--- src/rtl/service_gate_if.sv ---
// Bundle between the slot controller and the register-gate sequencer.
// Carries the monitor pair mrg/mwg only when SG_MONITOR_EN is defined.
interface service_gate_if #(
    parameter int NREG = 8,
    parameter int AW   = 5
);
    logic            slot_start;
    logic [NREG-1:0] rd_req;
    logic [NREG-1:0] wr_req;
    logic            rsc;
    logic            wsc;
    logic [AW-1:0]   addr;
    logic            ginh;
    logic            ci_req;
    logic [NREG-1:0] rg_n;
    logic [NREG-1:0] wg_n;
    logic [NREG-1:0] cg;
    logic            ci01_n;
    logic            busy;
    logic            overrun;
    logic            addr_err;
`ifdef SG_MONITOR_EN
    logic            mrg;
    logic            mwg;
`endif

    modport master (
        output slot_start, rd_req, wr_req, rsc, wsc, addr, ginh, ci_req,
        input  rg_n, wg_n, cg, ci01_n, busy, overrun, addr_err
`ifdef SG_MONITOR_EN
        , input mrg, mwg
`endif
    );

    modport slave (
        input  slot_start, rd_req, wr_req, rsc, wsc, addr, ginh, ci_req,
        output rg_n, wg_n, cg, ci01_n, busy, overrun, addr_err
`ifdef SG_MONITOR_EN
        , output mrg, mwg
`endif
    );
endinterface

--- src/rtl/service_gate_seq.sv ---
// Register-gate sequencer: READ/WRITE/CLEAR/REST phases of PHW clocks each.
// Optional gate monitor outputs (mrg/mwg) are built when SG_MONITOR_EN is defined.
module service_gate_seq #(
    parameter int NREG = 8,
    parameter int AW   = 5,
    parameter int PHW  = 1
) (
    input  logic         SIM_CLK,
    input  logic         SIM_RST,
    service_gate_if.slave bus
);
    localparam int PCW = $clog2(PHW + 1);
    localparam logic [PCW-1:0] PH_LAST = PCW'(PHW - 1);

    typedef enum logic [2:0] {
        IDLE  = 3'd0,
        READ  = 3'd1,
        WRITE = 3'd2,
        CLEAR = 3'd3,
        REST  = 3'd4
    } state_t;

    state_t          state_r;
    state_t          state_s;
    logic [PCW-1:0]  ph_r;
    logic            ph_last_s;
    logic            accept_s;
    logic            ignore_s;
    logic            addr_bad_s;
    logic [NREG-1:0] r_s;
    logic [NREG-1:0] w_s;
    logic [NREG-1:0] r_r;
    logic [NREG-1:0] w_r;
    logic            ciff_r;
    logic [NREG-1:0] rg_n_s;
    logic [NREG-1:0] wg_n_s;
    logic [NREG-1:0] cg_s;
    logic            ci01_n_s;
    logic            busy_s;
    logic [NREG-1:0] rg_n_r;
    logic [NREG-1:0] wg_n_r;
    logic [NREG-1:0] cg_r;
    logic            ci01_n_r;
    logic            busy_r;
    logic            overrun_r;
    logic            addr_err_r;

    // Special-channel address decode; out-of-range addresses select nothing.
    function automatic logic [NREG-1:0] dec(input logic en, input logic [AW-1:0] a);
        logic [NREG-1:0] oh;
        if (en && (32'(a) < NREG)) begin
            oh = NREG'(1'b1) << a;
        end else begin
            oh = {NREG{1'b0}};
        end
        return oh;
    endfunction

    assign ph_last_s  = (ph_r == PH_LAST);
    assign accept_s   = bus.slot_start && ((state_r == IDLE) || ((state_r == REST) && ph_last_s));
    assign ignore_s   = bus.slot_start && !accept_s;
    assign addr_bad_s = (bus.rsc || bus.wsc) && !(32'(bus.addr) < NREG);
    assign r_s        = bus.rd_req | dec(bus.rsc, bus.addr);
    assign w_s        = (bus.wr_req | dec(bus.wsc, bus.addr)) & ~{NREG{bus.ginh}};

    // Next-state and next-output decode.
    always_comb begin
        state_s  = state_r;
        rg_n_s   = {NREG{1'b1}};
        wg_n_s   = {NREG{1'b1}};
        cg_s     = {NREG{1'b0}};
        ci01_n_s = 1'b1;
        busy_s   = 1'b0;
        case (state_r)
            IDLE: begin
                if (accept_s) begin
                    state_s = READ;
                end else begin
                    state_s = IDLE;
                end
            end
            READ: begin
                rg_n_s = ~r_r;
                busy_s = 1'b1;
                if (ph_last_s) begin
                    state_s = WRITE;
                end else begin
                    state_s = READ;
                end
            end
            WRITE: begin
                wg_n_s   = ~w_r;
                ci01_n_s = ~ciff_r;
                busy_s   = 1'b1;
                if (ph_last_s) begin
                    state_s = CLEAR;
                end else begin
                    state_s = WRITE;
                end
            end
            CLEAR: begin
                cg_s   = w_r;
                busy_s = 1'b1;
                if (ph_last_s) begin
                    state_s = REST;
                end else begin
                    state_s = CLEAR;
                end
            end
            REST: begin
                if (accept_s) begin
                    state_s = READ;
                end else if (ph_last_s) begin
                    state_s = IDLE;
                end else begin
                    state_s = REST;
                end
            end
            default: begin
                state_s = IDLE;
            end
        endcase
    end

    // State register and phase counter; the counter restarts on every phase change.
    always_ff @(posedge SIM_CLK) begin
        if (SIM_RST) begin
            state_r <= IDLE;
            ph_r    <= {PCW{1'b0}};
        end else begin
            state_r <= state_s;
            if ((state_s != state_r) || (state_r == IDLE)) begin
                ph_r <= {PCW{1'b0}};
            end else begin
                ph_r <= ph_r + PCW'(1'b1);
            end
        end
    end

    // Slot request latches; carry-in is consumed at the end of CLEAR.
    always_ff @(posedge SIM_CLK) begin
        if (SIM_RST) begin
            r_r    <= {NREG{1'b0}};
            w_r    <= {NREG{1'b0}};
            ciff_r <= 1'b0;
        end else if (accept_s) begin
            r_r    <= r_s;
            w_r    <= w_s;
            ciff_r <= bus.ci_req;
        end else if ((state_r == CLEAR) && ph_last_s) begin
            ciff_r <= 1'b0;
        end else begin
            ciff_r <= ciff_r;
        end
    end

    // Sticky error flags.
    always_ff @(posedge SIM_CLK) begin
        if (SIM_RST) begin
            overrun_r  <= 1'b0;
            addr_err_r <= 1'b0;
        end else begin
            if (ignore_s) begin
                overrun_r <= 1'b1;
            end
            if (accept_s && addr_bad_s) begin
                addr_err_r <= 1'b1;
            end
        end
    end

    // Registered gate outputs, one clock behind the phase state.
    always_ff @(posedge SIM_CLK) begin
        if (SIM_RST) begin
            rg_n_r   <= {NREG{1'b1}};
            wg_n_r   <= {NREG{1'b1}};
            cg_r     <= {NREG{1'b0}};
            ci01_n_r <= 1'b1;
            busy_r   <= 1'b0;
        end else begin
            rg_n_r   <= rg_n_s;
            wg_n_r   <= wg_n_s;
            cg_r     <= cg_s;
            ci01_n_r <= ci01_n_s;
            busy_r   <= busy_s;
        end
    end

    assign bus.rg_n     = rg_n_r;
    assign bus.wg_n     = wg_n_r;
    assign bus.cg       = cg_r;
    assign bus.ci01_n   = ci01_n_r;
    assign bus.busy     = busy_r;
    assign bus.overrun  = overrun_r;
    assign bus.addr_err = addr_err_r;

`ifdef SG_MONITOR_EN
    logic mrg_r;
    logic mwg_r;

    // Gate activity monitor, delayed one clock behind the gates themselves.
    always_ff @(posedge SIM_CLK) begin
        if (SIM_RST) begin
            mrg_r <= 1'b0;
            mwg_r <= 1'b0;
        end else begin
            mrg_r <= |(~rg_n_r);
            mwg_r <= |(~wg_n_r);
        end
    end

    assign bus.mrg = mrg_r;
    assign bus.mwg = mwg_r;
`endif

endmodule

--- src/flat_wrapper.sv ---
// flat-port wrapper written by rule: the top's interface ports become plain ports
module service_gate_seq_flat 
#(
    parameter int NREG = 8,
    parameter int AW   = 5,
    parameter int PHW  = 1
)
  (SIM_CLK, SIM_RST, bus_slot_start, bus_rd_req, bus_wr_req, bus_rsc, bus_wsc, bus_addr, bus_ginh, bus_ci_req, bus_rg_n, bus_wg_n, bus_cg, bus_ci01_n, bus_busy, bus_overrun, bus_addr_err);
  service_gate_if #(.NREG(NREG), .AW(AW)) bus_i ();
  input  logic SIM_CLK;
  input  logic SIM_RST;
  input wire logic [$bits(bus_i.slot_start)-1:0] bus_slot_start;
  input wire logic [$bits(bus_i.rd_req)-1:0] bus_rd_req;
  input wire logic [$bits(bus_i.wr_req)-1:0] bus_wr_req;
  input wire logic [$bits(bus_i.rsc)-1:0] bus_rsc;
  input wire logic [$bits(bus_i.wsc)-1:0] bus_wsc;
  input wire logic [$bits(bus_i.addr)-1:0] bus_addr;
  input wire logic [$bits(bus_i.ginh)-1:0] bus_ginh;
  input wire logic [$bits(bus_i.ci_req)-1:0] bus_ci_req;
  output wire logic [$bits(bus_i.rg_n)-1:0] bus_rg_n;
  output wire logic [$bits(bus_i.wg_n)-1:0] bus_wg_n;
  output wire logic [$bits(bus_i.cg)-1:0] bus_cg;
  output wire logic [$bits(bus_i.ci01_n)-1:0] bus_ci01_n;
  output wire logic [$bits(bus_i.busy)-1:0] bus_busy;
  output wire logic [$bits(bus_i.overrun)-1:0] bus_overrun;
  output wire logic [$bits(bus_i.addr_err)-1:0] bus_addr_err;
  assign bus_i.slot_start = bus_slot_start;
  assign bus_i.rd_req = bus_rd_req;
  assign bus_i.wr_req = bus_wr_req;
  assign bus_i.rsc = bus_rsc;
  assign bus_i.wsc = bus_wsc;
  assign bus_i.addr = bus_addr;
  assign bus_i.ginh = bus_ginh;
  assign bus_i.ci_req = bus_ci_req;
  assign bus_rg_n = bus_i.rg_n;
  assign bus_wg_n = bus_i.wg_n;
  assign bus_cg = bus_i.cg;
  assign bus_ci01_n = bus_i.ci01_n;
  assign bus_busy = bus_i.busy;
  assign bus_overrun = bus_i.overrun;
  assign bus_addr_err = bus_i.addr_err;
  service_gate_seq #(.NREG(NREG), .AW(AW), .PHW(PHW)) u_core (.SIM_CLK(SIM_CLK), .SIM_RST(SIM_RST), .bus(bus_i));
endmodule
--- config.mk ---
export PLATFORM = sky130hd
export DESIGN_NAME = service_gate_seq_flat
export DESIGN_NICKNAME = d
export VERILOG_FILES = /design/src/rtl/service_gate_if.sv /design/src/rtl/service_gate_seq.sv /design/src/flat_wrapper.sv
export SDC_FILE = /design/constraint.sdc
export NUM_CORES = 1
export LEC_CHECK = 0
export CAP_MARGIN = 20
export CORE_ASPECT_RATIO = 0.7
export CORE_MARGIN = 2
export CORE_UTILIZATION = 44
export CTS_BUF_LIST = sky130_fd_sc_hd__clkbuf_4 sky130_fd_sc_hd__clkbuf_8 sky130_fd_sc_hd__clkbuf_16
export DETAILED_ROUTE_END_ITERATION = 7
export PLACE_DENSITY = 0.85
export SYNTH_ARGS = -nofsm -noshare
export SYNTH_HDL_FRONTEND = slang
export SYNTH_SLANG_ARGS = --single-unit
--- constraint.sdc ---
create_clock -name SIM_CLK -period 1.9 [get_ports SIM_CLK]
set_input_delay 0.285 -clock SIM_CLK [delete_from_list [all_inputs] [get_ports SIM_CLK]]
set_output_delay 0.285 -clock SIM_CLK [all_outputs]
set_load 0.03 [all_outputs]
==> impl_metrics.json <==
{
  "synth.distinct_cells": 32,
  "io_pins": 56,
  "die_x_um": 78.4,
  "hold_buffers": 0,
  "cp.required_ns": 2.10,
  "path_max_fanout": 8,
  "yosysTopAreaCell": "dfxtp_1",
  "finalCriticalPeriod_ns": 1.62,
  "wirelength_um": 4070,
  "diodes": 0,
  "startpoint_type": "flop",
  "hold_depth": 1,
  "port_buffers": 55,
  "drcViolationCount": 0,
  "cts_buffers": 5,
  "cts_setup_buffers": 0,
  "critPathBufInv": 0,
  "area_delta_synth_final_pct": 44.2,
  "ys_seq_area_share_pct": 57.6,
  "post-dp-hpwl_um": 2910,
  "multi_input_area_um2": 633,
  "netlist_area_um2": 1700,
  "cts_num_sinks": 49,
  "antenna_found_initial": 0,
  "synth_top_area_share_pct": 57.6,
  "hold_path_class": "reg -> reg",
  "synthCells": 172,
  "timing.final.max_slew_violations": 0,
  "worstPathArrival_ns": 1.83,
  "fin_worst_skew_ns": 0.00956,
  "n_fill_cell": 274,
  "ctsRootBufferMaster": "clkbuf_8",
  "core_um2": 3600,
  "critPathKind": "reg -> reg",
  "start_util_pct": 47.3,
  "setup_tns_ns": 0,
  "dieArea_um2": 4390,
  "crit_chain": "a211o_1 > or4_1 > o32ai_1",
  "finalPower_mw": 2.02,
  "grt_usage_pct": 19.3,
  "routed_via_density": 5.15,
  "ys_ff_latch": 49,
  "slowest_delay_ns": 0.60,
  "fin_util_pct": 68.2,
  "max_freq_ghz": 0.616,
  "avgSynthCellArea_um2": 9.90,
  "cts_resized": 0,
  "leakage_nw": 0.910,
  "path_clk_slew_ns": 0.08,
  "rows": 18,
  "clk_latency_ns": 0.30,
  "endpoint_kind": "flop",
  "regArea_um2": 981,
  "gp_congestion": 0.817,
  "synth_area_leaders": "dfxtp_1, a21oi_1, nand2_1",
  "slowest_stage": "or4_1",
  "dr.pass1.iters": 4,
  "cp_num_cells": 3,
  "crit_family": "simple AND/OR/NAND/NOR gates",
  "die-height_um": 56.1,
  "status": "finished, final reports clean",
  "reg2reg_to": "u_core.w_r[4]",
  "holdWs_ns": 0.386,
  "synth.net_count": 200,
  "powerDensity_nw_per_um2": 823,
  "h-tree-depth": 2,
  "finalHoldViolations": 0,
  "holdPathEnd": "u_core.bus.rg_n[2]",
  "cts.path.max_buffers": 2,
  "num_vias": 1479,
  "drt-wirelength-per-cell_um": 14.2,
  "cap_violations": 0,
  "drive_gt1_share_pct": 9.70,
  "ant_nets": 0,
  "grt_overflow": 0,
  "grt_max_degree": 18,
  "drt_iter0_drc": 111,
  "nets": 264,
  "hold_start": "u_core.r_r[2]",
  "min_period_over_period_pct": 85.5,
  "vdd_drop_max_mv": 0.532,
  "yosys_warnings": 0,
  "reg2reg_slack_ns": 0.28,
  "grt_first_pass_wirelength_um": 6520,
  "setup_viol": 0,
  "grt_pass1_vias": 1339,
  "cts_tree": "done",
  "reg2regPathDepth": 3,
  "crit-reg2reg-launch": "u_core.ph_r",
  "rsz0062_at_grt": "no"
}
kinds of logic (layout without fill, tap and decap cells):
kind of cell    count (synthesis)  after routing  share of synthesized area [%]
simple gates                   51             51                           16.8
compound gates                 50             50                           19.7
flops                          49             49                           57.6
buf+inv                        20             85                           5.22
other cells                     1              1                          0.220
xor+xnor                        1              1                          0.514
cells in the mapped netlist:
| master | instances |
|---|---|
| dfxtp_1 | 49 |
| a21oi_1 | 24 |
| nand2_1 | 17 |
| inv_1 | 10 |
| and2_1 | 9 |
| a211oi_1 | 8 |
| o32ai_1 | 7 |
| clkbuf_1 | 6 |
| nor2_1 | 6 |
| a31oi_1 | 5 |
| nor2b_1 | 5 |
| buf_2 | 2 |
| nand3_1 | 2 |
| nor3_1 | 2 |
| nor4b_1 | 2 |
| nor4bb_1 | 2 |
| a211o_1 | 1 |
| a211oi_2 | 1 |
| and3_1 | 1 |
| buf_4 | 1 |
| buf_6 | 1 |
| conb_1 | 1 |
| nand2b_1 | 1 |
| nand3b_1 | 1 |
| nand4bb_1 | 1 |
| nor4b_2 | 1 |
| o211ai_1 | 1 |
| o221ai_1 | 1 |
| o22a_1 | 1 |
| o32ai_2 | 1 |
| or4_1 | 1 |
| xnor2_1 | 1 |
through the flow:
stage	cells	instance area, um^2	setup WS [ns]
floorplan	172	1700	0.433
global placement	279	2350	0.127
detailed placement	279	2350	0.0858
CTS	287	2460	0.272
global route	287	2460	0.218
finish	287	2460	0.276
power breakdown:
part | internal, mW | leakage, nW | switching [mW]
clock network | 0.329 | 0.0542 | 0.318
logic | 0.138 | 0.456 | 0.139
registers | 1.07 | 0.400 | 0.0278
total | 1.54 | 0.910 | 0.485
per-layer routing:
| layer | global-route usage, % | vias up | wire (um) |
|---|---|---|---|
| met1 | 27.2 | 662 | 1780 |
| li1 | - | 739 | - |
| met4 | 7.77 | 0 | 57 |
| met5 | 0 | - | 0 |
| met2 | 27.3 | 71 | 1870 |
| met3 | 5.84 | 7 | 355 |
cell type report:
type	count	area share, %
Multi-Input combinational cell	103	25.8
Tap cell	50	2.55
Clock buffer	7	3.92
Sequential cell	49	39.9
Inverter	10	1.53
Clock inverter	1	0.204
Timing Repair Buffer	67	26.1
placed cells by master, fill, tap and decap left out, drive strengths merged, types with 2 or more instances in the layout:
cell	count
a211oi	9
inv	10
nor4bb	2
nor2	6
a31oi	5
nand2	17
nor2b	5
dfxtp	49
clkdlybuf4s50	55
and2	9
a21oi	24
clkbuf	7
nand3	2
nor3	2
o32ai	8
buf	12
nor4b	3
how the worst max path moves through the flow:
stage,from,endpoint
detailed placement,bus_slot_start,u_core.w_r[6]
global placement,bus_slot_start,u_core.w_r[3]
global route,u_core.ph_r,u_core.w_r[4]
finish,u_core.ph_r,u_core.w_r[4]
CTS,u_core.bus.addr_err,bus_addr_err
floorplan,u_core.state_r[2],u_core.w_r[2]
sequential cells by signal, summed over array words and instances (netlist names):
signal / flops
u_core.bus.cg: 8
u_core.bus.rg_n: 8
u_core.bus.wg_n: 8
u_core.r_r: 8
u_core.w_r: 8
u_core.state_r: 3
u_core.bus.addr_err: 1
u_core.bus.busy: 1
u_core.bus.ci01_n: 1
u_core.bus.overrun: 1
u_core.ciff_r: 1
u_core.ph_r: 1
worst register-to-register path, cell delays in order, from the launching register on:
cell	delay, ns
dfxtp_1	0.40
a211o_1	0.33
or4_1	0.60
o32ai_1	0.20
No activity file was read; power rests on OpenSTA's default activity.
